### src/rtl/btn_debounce.sv
// Push-button conditioner: per-channel two-flop synchroniser followed by a debounce FSM
// that reports a clean level and a single-cycle strobe on each qualified press.
module btn_debounce #(
    parameter int N_BTN  = 4,
    parameter int CNT_W  = 20,
    parameter bit INVERT = 1'b0
) (
    input  logic             clk,
    input  logic             reset,
    input  logic [N_BTN-1:0] btn_raw,
    output logic [N_BTN-1:0] db_level,
    output logic [N_BTN-1:0] db_tick
);

    typedef enum logic [1:0] {
        ZERO  = 2'd0,
        WAIT1 = 2'd1,
        ONE   = 2'd2,
        WAIT0 = 2'd3
    } state_t;

    localparam logic [CNT_W-1:0] CNT_ONE = CNT_W'(1);

    // Polarity is fixed before the first flop so both FSM halves always see 1 = pressed.
    logic [N_BTN-1:0] sync1_q;
    logic [N_BTN-1:0] sync2_q;

    always_ff @(posedge clk or posedge reset) begin
        if (reset) begin
            sync1_q <= '0;
            sync2_q <= '0;
        end else begin
            sync1_q <= btn_raw ^ {N_BTN{INVERT}};
            sync2_q <= sync1_q;
        end
    end

    genvar gi;
    generate
        for (gi = 0; gi < N_BTN; gi = gi + 1) begin : g_chan
            state_t           state_q;
            state_t           state_d;
            logic [CNT_W-1:0] cnt_q;
            logic [CNT_W-1:0] cnt_d;
            logic             tick_q;
            logic             tick_d;

            always_ff @(posedge clk or posedge reset) begin
                if (reset) begin
                    state_q <= ZERO;
                    cnt_q   <= '0;
                    tick_q  <= 1'b0;
                end else begin
                    state_q <= state_d;
                    cnt_q   <= cnt_d;
                    tick_q  <= tick_d;
                end
            end

            // A single opposite sample inside a window drops straight back to the stable state.
            always_comb begin
                state_d = state_q;
                cnt_d   = cnt_q;
                tick_d  = 1'b0;
                case (state_q)
                    ZERO: begin
                        if (sync2_q[gi]) begin
                            state_d = WAIT1;
                            cnt_d   = '1;
                        end
                    end
                    WAIT1: begin
                        if (!sync2_q[gi]) begin
                            state_d = ZERO;
                        end else if (cnt_q == '0) begin
                            state_d = ONE;
                            tick_d  = 1'b1;
                        end else begin
                            cnt_d = cnt_q - CNT_ONE;
                        end
                    end
                    ONE: begin
                        if (!sync2_q[gi]) begin
                            state_d = WAIT0;
                            cnt_d   = '1;
                        end
                    end
                    WAIT0: begin
                        if (sync2_q[gi]) begin
                            state_d = ONE;
                        end else if (cnt_q == '0) begin
                            state_d = ZERO;
                        end else begin
                            cnt_d = cnt_q - CNT_ONE;
                        end
                    end
                    default: begin
                        state_d = ZERO;
                    end
                endcase
            end

            assign db_level[gi] = (state_q == ONE) || (state_q == WAIT0);
            assign db_tick[gi]  = tick_q;
        end
    endgenerate

endmodule

### config.mk
export PLATFORM = sky130hd
export DESIGN_NAME = btn_debounce
export DESIGN_NICKNAME = d
export VERILOG_FILES = /design/src/rtl/btn_debounce.sv
export SDC_FILE = /design/constraint.sdc
export NUM_CORES = 1
export LEC_CHECK = 0
export ABC_AREA = 1
export CORE_UTILIZATION = 40
export DETAILED_ROUTE_END_ITERATION = 12
export PLACE_DENSITY = 0.66
export RECOVER_POWER = 25
export SLEW_MARGIN = 20
export SYNTH_ARGS = -nofsm -noshare
export SYNTH_HDL_FRONTEND = slang
export SYNTH_SLANG_ARGS = --single-unit
### constraint.sdc
create_clock -name clk -period 3.4 [get_ports clk]
set_input_delay 0.34 -clock clk [delete_from_list [all_inputs] [get_ports clk]]
set_output_delay 0.34 -clock clk [all_outputs]
set_load 0.02 [all_outputs]
==> summary.txt, run 1 <==
Syn Std Cell Area: 6170 um2
initial core utilization: 40.8%
Critical Path, Cell by Cell: dlygate4sd3_1 > clkinvlp_2 > buf_4
Final Setup Violations: 0
vias in the first global route: 4746
Worst Setup SP: reset
First DRT Iteration DRCs: 350
clock buffer depth: 2
Worst R2R Path Depth: 9
Psw: 835 uW
Clock Pin Slew Worst Setup and Hold Paths: 0.06 ns
Max-Cap Viols: 1
FF-to-FF Start: g_chan[1].state_q[0]$_DFFE_PP0P_
top-count cell post-synth: nand2_1
Mapped Cells: 858
top post-synthesis cells by area: dfrtp_1 41%, nand2_1 16%, nand3_1 7.9%
Peak VDD IR: 0.256 mV
Sink Count: 100
Final Slew Violations: 46
power per cell area: 432 nW/um2
gr usage total: 16.9%
P_int: 2050 uW
P&R area growth vs syn: 8.07%
status: finished with violations
WL/cell: 11.7 um
postcts setup bufs: 0
CP peak stage delay: 1.25 ns
GPL Wtd Cong: 0.869
die area: 15900 um2
Filler cells: 1539
Hold Path Class: register to register
Worst R2R Setup Slack: 1.39 ns
Req. time, crit path: 3.94 ns
setup TNS: 0 ns
grt peak-use layer: met2
Max Clk Rate: 487 MHz
skew final: 0.00562 ns
Ports: 14
Worst R2R End: g_chan[1].cnt_q[3]$_DFFE_PP0P_
antenna-violating nets left: 0
register bit total from synthesis: 100
met3 usage: 4.25%
DR DRC count: 0
Yosys warnings: 0
CTS tree: built
syn_nets: 872
clock power share: 35.8%
post-synthesis sequential area ratio: 40.5%
Tcrit/Tclk final: 60.4%
nets@finish: 875
CP endpoint: g_chan[3].cnt_q[10]$_DFFE_PP0P_
violations in the final reports: max-capacitance violations, max-slew violations
Primary FF master, synth: dfrtp_1
top cells by count, synth: 256 x nand2_1, 126 x nor2_1, 100 x dfrtp_1, 98 x inv_1, 98 x nand3_1
largest area contributor in the netlist: dfrtp_1
critical path peak fanout: 46
Detailed Route WL: 12300 um
unrepaired setup endpoints after global routing: false
Slew @ Worst Pin: 2.18 ns
Hold Buf Count CTS: 0
Core Area: 15100 um2
1st-pass router iterations: 5
syn_area_per_cell: 7.20 um2
met2 Resource Use GR: 27.2%
Root Buffer: clkbuf_16
IO buf count: 13
GR Layer Usage met1: 22.5%
share of cells above drive strength 1: 9.38%
Pleak: 0.00313 uW
number of buffers created by CTS: 9
share of the synthesized area in the top cell type: 40.5%
Die Ht: 126 um
crit path DAT: 2.59 ns
Startpoint Class: input pin
Post-synth EDFFs: 0
initial antenna violation count: 0
GRT overflow: 0
hpwl dp: 8790 um
hold slack: 0.351 ns
via count: 5169
Hold Violations, Final: 0
first-pass GRT wire length: 21900 um
Die Width: 126 um
ANT cells: 0
Post-Route Utilization: 44.0%
Crit Path Category: input pin to async pin
Logic pwr share: 15.3%
synth unique cells: 25
share of flip-flops with an asynchronous set or reset: 100%
vias per cell: 4.91
CP max stage cell: clkinvlp_2
CP Capture Type: async pin
switch share: 28.9%
post_cts resized: 0
H-tree depth: 3
Final min period: 2.05 ns
sequential share of power: 48.8%
Slew HR: -46.2%
clock latency on the worst-skew pair: 0.36 ns
number of core rows: 45
pin count of the biggest net entering global routing: 47
power by group through the flow:
stage	Sequential (uW)	Clock (uW)	Combinational [uW]
finish	1410	1030	442
CTS	1410	1070	449
detailed placement	1430	0	448
global route	1420	1110	516
floorplan	1390	0	384
global placement	1430	0	440
routing by layer:
metal / up-vias / part of all wire [%]
li1: 2704 / -
met1: 2387 / 51
met2: 63 / 45
met3: 15 / 2.4
met4: 0 / 1.1
met5: - / 0
critical path, delay by kind of cell:
kind	cells	cell delay, ns
buffers and inverters	3	2.23
worst min path at each step:
stage | end | startpoint | depth (start not counted) | slack (ns)
global placement | sync2_q[0]$_DFF_PP0_ | sync1_q[0]$_DFF_PP0_ | 0 | 0.33
floorplan | sync2_q[0]$_DFF_PP0_ | sync1_q[0]$_DFF_PP0_ | 0 | 0.33
finish | sync2_q[2]$_DFF_PP0_ | sync1_q[2]$_DFF_PP0_ | 0 | 0.35
detailed placement | sync2_q[1]$_DFF_PP0_ | sync1_q[1]$_DFF_PP0_ | 0 | 0.33
global route | sync2_q[2]$_DFF_PP0_ | sync1_q[2]$_DFF_PP0_ | 0 | 0.36
CTS | sync2_q[2]$_DFF_PP0_ | sync1_q[2]$_DFF_PP0_ | 0 | 0.35
per-stage QoR:
stage                     cell area, um2  power (uW)  std cells  setup WS (ns)
after CTS                           6670        2930       1052           1.38
after floorplan                     6170        1780        858          0.441
after global routing                6670        3050       1052          0.971
final                               6670        2890       1052           1.35
after global placement              6380        1870       1038           1.44
after detailed placement            6380        1870       1038           1.40
layout make-up:
cell class	count	area, um2	share of cell area [%]
inverters	105	400	6.00
multi-input cells	629	3080	46.1
repair buffers	16	165	2.48
flip-flops and latches	100	2500	37.5
clock inverters	2	35.0	0.525
well taps	188	235	3.53
clock buffers	12	256	3.84
cell families (layout without fill, tap and decap cells):
kind of cell,Yosys count,after routing,share of synthesized area [%]
adder cells (fa/ha/maj),8,8,1.62
AND/OR/NAND/NOR,513,513,35.7
buffers and inverters,129,135,9.63
flip-flops,100,100,40.5
AO/OA/AOI/OAI,86,86,9.40
XOR/XNOR,22,22,3.12
registers in the layout, indices dropped and copies added, names as in the netlist, named ones only:
register        flops
g_chan.cnt_q       80
g_chan.state_q      4
g_chan.tick_q       4
sync1_q             4
sync2_q             4
placed cells by master, fill, tap and decap left out, drive strengths merged:
master         synthesis  layout
nand2                260     260
bufinv                 0       1
xnor2                  1       1
clkinv                 0       1
buf                   16       3
nand3b                 4       4
a21oi                  4       4
dlygate4sd3            0       5
xor2                  21      21
nand4                 11      11
dfrtp                100     100
clkinvlp               0       1
and2                   1       1
inv                  105     104
o21ai                 82      82
nand3                102     102
clkdlybuf4s50          0       8
nor2                 135     135
clkbuf                 8      12
ha                     8       8
(Power assumes the default switching activity.)
==> run 2: changes to the inputs <==
- clock period: 3.4 -> 2 ns (I/O delays scaled with it)
==> summary.txt, run 2 (synthesis results as in run 1) <==
number of buffers created by CTS: 9 (unchanged)
skew final: 0.00574 ns (was 0.00562 ns)
H-tree depth: 3 (unchanged)
Tcrit/Tclk final: 87.9%
die area: 15900 um2 (unchanged)
Ports: 14 (unchanged)
Die Ht: 126 um (unchanged)
Worst Setup SP: g_chan[0].cnt_q[0]$_DFFE_PP0P_ (was reset)
first-pass GRT wire length: 22400 um (was 21900 um)
Detailed Route WL: 12500 um (was 12300 um)
commonest non-fill, non-tap cell in the layout: nand2_1 (unchanged)
crit path DAT: 1.99 ns (was 2.59 ns)
Max Clk Rate: 569 MHz
Register Area: 2500 um2 (unchanged)
Final Slew Violations: 0 (was 46)
FF-to-FF Start: g_chan[0].cnt_q[0]$_DFFE_PP0P_ (was g_chan[1].state_q[0]$_DFFE_PP0P_)
WL/cell: 11.8 um (was 11.7 um)
footprint of the multi-input gates: 3080 um2 (unchanged)
Slew HR: 38.6% (was -46.2%)
Startpoint Class: register (was input pin)
unrepaired setup endpoints after global routing: false (unchanged)
CP Capture Type: register (was async pin)
Die Width: 126 um (unchanged)
Req. time, crit path: 2.24 ns (was 3.94 ns)
power per cell area: 728 nW/um2 (was 432 nW/um2)
IO buf count: 13 (unchanged)
Final min period: 1.76 ns
Critical Path, Cell by Cell: inv_1 > ha_1 > inv_1 > nor2_1 > nand2_1 > nor2_1 > nand3_2 > nand2_4 > inv_4 > o21ai_0 > o21ai_2 (was dlygate4sd3_1 > clkinvlp_2 > buf_4)
max reg flops: 80 (unchanged)
Clock Pin Slew Worst Setup and Hold Paths: 0.07 ns (was 0.06 ns)
number of core rows: 45 (unchanged)
Crit Path Category: register to register (was input pin to async pin)
vias in the first global route: 4808 (was 4746)
Pleak: 0.00316 uW (was 0.00313 uW)
Peak VDD IR: 0.485 mV (was 0.256 mV)
Root Buffer: clkbuf_16 (unchanged)
pin count of the biggest net entering global routing: 55 (was 47)
gr usage total: 17.1% (was 16.9%)
CP max stage cell: dfrtp_1 (was clkinvlp_2)
Max-Cap Viols: 0 (was 1)
GRT overflow: 0 (unchanged)
Hold Path Class: register to register (unchanged)
DR DRC count: 0 (unchanged)
1st-pass router iterations: 5 (unchanged)
Worst R2R End: g_chan[0].cnt_q[5]$_DFFE_PP0P_ (was g_chan[1].cnt_q[3]$_DFFE_PP0P_)
CP endpoint: g_chan[0].cnt_q[5]$_DFFE_PP0P_ (was g_chan[3].cnt_q[10]$_DFFE_PP0P_)
most frequent cells in the layout: 256 x nand2_1, 126 x nor2_1, 100 x dfrtp_1, 98 x nand3_1, 97 x inv_1 (unchanged)
status: complete, no violations (was finished with violations)
Filler cells: 1537 (was 1539)
First DRT Iteration DRCs: 272 (was 350)
GPL Wtd Cong: 0.810 (was 0.869)
share of cells above drive strength 1: 10.2% (was 9.38%)
CTS tree: built (unchanged)
Slew @ Worst Pin: 0.921 ns (was 2.18 ns)
Sink Count: 100 (unchanged)
CP peak stage delay: 0.36 ns (was 1.25 ns)
hpwl dp: 8800 um (was 8790 um)
Hold Violations, Final: 0 (unchanged)
Pwr Total: 4890 uW (was 2890 uW)
Worst R2R Setup Slack: 0.24 ns (was 1.39 ns)
setup TNS: 0 ns (unchanged)
nets@finish: 881 (was 875)
ANT cells: 0 (unchanged)
initial core utilization: 40.8% (unchanged)
antenna-violating nets left: 0 (unchanged)
P&R area growth vs syn: 8.98% (was 8.07%)
vias per cell: 4.84 (was 4.91)
clock latency on the worst-skew pair: 0.35 ns (was 0.36 ns)
initial antenna violation count: 0 (unchanged)
Final Setup Violations: 0 (unchanged)
critical path peak fanout: 35 (was 46)
clock buffer depth: 2 (unchanged)
Core Area: 15100 um2 (unchanged)
Biggest register: g_chan.cnt_q (unchanged)
Worst R2R Path Depth: 11 (was 9)
via count: 5135 (was 5169)
-- run 2: changes by cell type in the layout (fill, tap and decap cells not counted), moves of 2 or more --
cell	delta
buf_4	+5
clkbuf_8	+2
inv_2	-2
inv_4	+2
-- run 2: final cells by class --
cell class / count / share of cell area, %
inverters: 105 / 6.03
well taps: 188 / 3.50
repair buffers: 22 / 3.09
multi-input cells: 629 / 45.7
clock buffers: 14 / 4.22
flip-flops and latches: 100 / 37.2
clock inverters: 2 / 0.242
-- run 2: metrics by stage --
step | setup slack [ns] | instance area (um2) | hold slack [ns] | instances | utilization [%]
2_1_floorplan | 0.435 | 6180 | 0.231 | 858 | -
3_3_place_gp | 0.159 | 6440 | 0.333 | 1044 | 42.5
3_5_place_dp | 0.125 | 6440 | 0.340 | 1044 | 42.5
4_1_cts | 0.113 | 6740 | 0.182 | 1060 | 44.5
5_1_grt | 0.00840 | 6730 | 0.367 | 1060 | 44.4
6_report | 0.242 | 6730 | 0.354 | 1060 | 44.4
-- run 2: report_power, final --
group	leakage [uW]	internal, uW	switching [uW]
logic	0.00188	270	501
registers	0.00114	2200	182
clock network	0.000145	983	759
total	0.00316	3450	1440
-- run 2: worst max-delay path, delay by kind of cell, from the launching register on --
| family | cells | cell delay [ns] |
|---|---|---|
| AO/OA/AOI/OAI | 2 | 0.22 |
| adder cells (fa/ha/maj) | 1 | 0.18 |
| buffers and inverters | 3 | 0.35 |
| flip-flops | 1 | 0.36 |
| AND/OR/NAND/NOR | 5 | 0.53 |
-- run 2: worst min-delay path by stage --
stage                                    start                              to  slack, ns  cells after the start
final                     sync1_q[3]$_DFF_PP0_            sync2_q[3]$_DFF_PP0_       0.35                      0
after CTS                                reset  g_chan[0].cnt_q[8]$_DFFE_PP0P_       0.18                      2
after global placement    sync1_q[3]$_DFF_PP0_            sync2_q[3]$_DFF_PP0_       0.33                      0
after detailed placement  sync1_q[3]$_DFF_PP0_            sync2_q[3]$_DFF_PP0_       0.34                      0
after floorplan                     btn_raw[0]            sync1_q[0]$_DFF_PP0_       0.23                      0
after global routing      sync1_q[3]$_DFF_PP0_            sync2_q[3]$_DFF_PP0_       0.37                      0
-- run 2: timing repair --
item / in CTS / in global routing
hold buffers: 0 / 0
setup endpoints to repair: 0 / 12
setup buffers: 0 / 0
gates resized for setup: 0 / 4
-- run 2: metal layers --
layer,GRT usage [%],share of wire [%],up-vias
met1,24.1,51,2343
li1,-,-,2716
met5,0,0,-
met4,4.82,1.1,0
met2,26.7,45,60
met3,3.44,2.5,16
==> run 3: changes to the inputs <==
- PLACE_DENSITY: 0.66 -> unset
- clock period: 2 -> 1.82 ns (I/O delays scaled with it)
==> summary.txt, run 3 (synthesis results as in run 1) <==
share of cells above drive strength 1: 11.7% (was 10.2%)
Biggest register: g_chan.cnt_q (unchanged)
Final Setup Violations: 0 (unchanged)
Die Width: 126 um (unchanged)
Post-Route Utilization: 45.2% (was 44.4%)
IO buf count: 13 (unchanged)
1st-pass router iterations: 4 (was 5)
Slew @ Worst Pin: 0.689 ns (was 0.921 ns)
hold slack: 0.312 ns (was 0.354 ns)
hpwl dp: 9200 um (was 8800 um)
WL/cell: 12.0 um (was 11.8 um)
max reg flops: 80 (unchanged)
DR DRC count: 0 (unchanged)
first-pass GRT wire length: 22900 um (was 22400 um)
met2 Resource Use GR: 29.4% (was 26.7%)
H-tree depth: 3 (unchanged)
First DRT Iteration DRCs: 419 (was 272)
Register Area: 2500 um2 (unchanged)
Hold Path Class: input pin to async pin (was register to register)
unrepaired setup endpoints after global routing: false (unchanged)
clock latency on the worst-skew pair: 0.35 ns (about the same)
CP Capture Type: register (unchanged)
GRT overflow: 0 (unchanged)
most frequent cells in the layout: 256 x nand2_1, 125 x nor2_1, 100 x dfrtp_1, 98 x nand3_1, 96 x inv_1 (was 256 x nand2_1, 126 x nor2_1, 100 x dfrtp_1, 98 x nand3_1, 97 x inv_1)
grt peak-use layer: met2 (unchanged)
Ports: 14 (unchanged)
GPL Wtd Cong: 0.847 (was 0.810)
Final Slew Violations: 0 (unchanged)
Hold Buf Count CTS: 0 (unchanged)
FF-to-FF Start: g_chan[1].cnt_q[0]$_DFFE_PP0P_ (was g_chan[0].cnt_q[0]$_DFFE_PP0P_)
Worst R2R Setup Slack: 0.16 ns (was 0.24 ns)
Max-Cap Viols: 0 (unchanged)
Root Buffer: clkbuf_16 (unchanged)
Sink Count: 100 (unchanged)
Req. time, crit path: 2.04 ns (was 2.24 ns)
status: complete, no violations (unchanged)
Core Area: 15100 um2 (unchanged)
post-placement worst setup slack: -0.0169 ns (was 0.125 ns)
Startpoint Class: register (unchanged)
die area: 15900 um2 (unchanged)
Worst Slack Setup Final: 0.165 ns (was 0.242 ns)
vias per cell: 4.82 (was 4.84)
gr usage total: 17.8% (was 17.1%)
number of buffers created by CTS: 9 (unchanged)
Worst R2R Path Depth: 11 (unchanged)
Crit Path Category: register to register (unchanged)
critical path peak fanout: 34 (was 35)
footprint of the multi-input gates: 3090 um2 (was 3080 um2)
initial antenna violation count: 0 (unchanged)
commonest non-fill, non-tap cell in the layout: nand2_1 (unchanged)
Placed Instances: 1056 (was 1044)
Worst R2R End: g_chan[1].cnt_q[0]$_DFFE_PP0P_ (was g_chan[0].cnt_q[5]$_DFFE_PP0P_)
nets@finish: 897 (was 881)
Pleak: 0.00324 uW (was 0.00316 uW)
Hold Violations, Final: 0 (unchanged)
met3 usage: 3.65% (was 3.44%)
antenna-violating nets left: 0 (unchanged)
initial core utilization: 40.8% (unchanged)
Slew HR: 54.1% (was 38.6%)
Final min period: 1.66 ns (was 1.76 ns)
clock buffer depth: 2 (unchanged)
Tcrit/Tclk final: 90.9% (was 87.9%)
Filler cells: 1517 (was 1537)
fin cells: 1075 (was 1060)
pin count of the biggest net entering global routing: 41 (was 55)
number of core rows: 45 (unchanged)
Peak VDD IR: 0.507 mV (was 0.485 mV)
Detailed Route WL: 12900 um (was 12500 um)
GR Layer Usage met1: 23.3% (was 24.1%)
Max Clk Rate: 604 MHz (was 569 MHz)
Die Ht: 126 um (unchanged)
Clock Pin Slew Worst Setup and Hold Paths: 0.06 ns (was 0.07 ns)
skew final: 0.00495 ns (was 0.00574 ns)
ANT cells: 0 (unchanged)
vias in the first global route: 4970 (was 4808)
via count: 5186 (was 5135)
setup TNS: 0 ns (unchanged)
CTS tree: built (unchanged)
P&R area growth vs syn: 11.0% (was 8.98%)
power per cell area: 788 nW/um2 (was 728 nW/um2)
crit path DAT: 1.88 ns (was 1.99 ns)
run 3: cell count changes in the layout (fill, tap and decap cells not counted), sizes merged:
cell | previous run | this run
clkinvlp | 2 | 1
buf | 8 | 23
bufinv | 0 | 1
run 3: how the worst max path moves through the flow:
stage	start	end	slack [ns]	cells past startpoint
2_1_floorplan	g_chan[2].cnt_q[0]$_DFFE_PP0P_	g_chan[2].cnt_q[18]$_DFFE_PP0P_	0.25	12
6_report	g_chan[1].cnt_q[0]$_DFFE_PP0P_	g_chan[1].cnt_q[0]$_DFFE_PP0P_	0.16	11
5_1_grt	g_chan[0].cnt_q[1]$_DFFE_PP0P_	g_chan[0].cnt_q[10]$_DFFE_PP0P_	0.001	9
3_5_place_dp	g_chan[1].cnt_q[0]$_DFFE_PP0P_	g_chan[1].cnt_q[3]$_DFFE_PP0P_	-0.02	11
4_1_cts	g_chan[0].cnt_q[0]$_DFFE_PP0P_	g_chan[0].cnt_q[3]$_DFFE_PP0P_	0.04	11
3_3_place_gp	g_chan[1].cnt_q[0]$_DFFE_PP0P_	g_chan[1].cnt_q[3]$_DFFE_PP0P_	0.02	11
run 3: critical path, cell delays in order, from the launching register on:
cell,delay (ns)
dfrtp_1,0.36
inv_1,0.13
ha_1,0.17
inv_1,0.04
nor2_1,0.07
nand2_1,0.07
nor2_2,0.13
nand3_4,0.12
nand2_4,0.09
inv_4,0.13
o21ai_0,0.12
o21ai_1,0.09
run 3: layout make-up:
type | count | share of cell area (%)
timing repair buffer | 38 | 4.75
sequential | 100 | 36.5
tap | 188 | 3.43
multi-input combinational | 629 | 45.1
clock inverter | 2 | 0.511
clock buffer | 13 | 3.65
inverter | 105 | 6.06
run 3: stage by stage:
step,instance area (um2),total power [uW]
4_1_cts,6830,5470
6_report,6850,5400
2_1_floorplan,6180,3320
3_5_place_dp,6540,3540
5_1_grt,6850,5740
3_3_place_gp,6540,3520
run 3: repair_timing:
item                       CTS  global route
hold endpoints to repair     0             0
buffers inserted             0             4
pin swaps                    0             1
cloned                       0             0
setup endpoints to repair    2            62
gates resized for setup      1            12
run 3: power by group:
group          internal (uW)  leakage, uW  switching [uW]
clock                   1100     0.000140             806
sequential              2420      0.00114             192
combinational            319      0.00196             566
total                   3830      0.00324            1560
run 3: per-layer routing:
layer	vias up	wire length, um
li1	2743	-
met1	2381	6370
met2	50	6020
met3	12	337
met4	0	174
met5	-	0
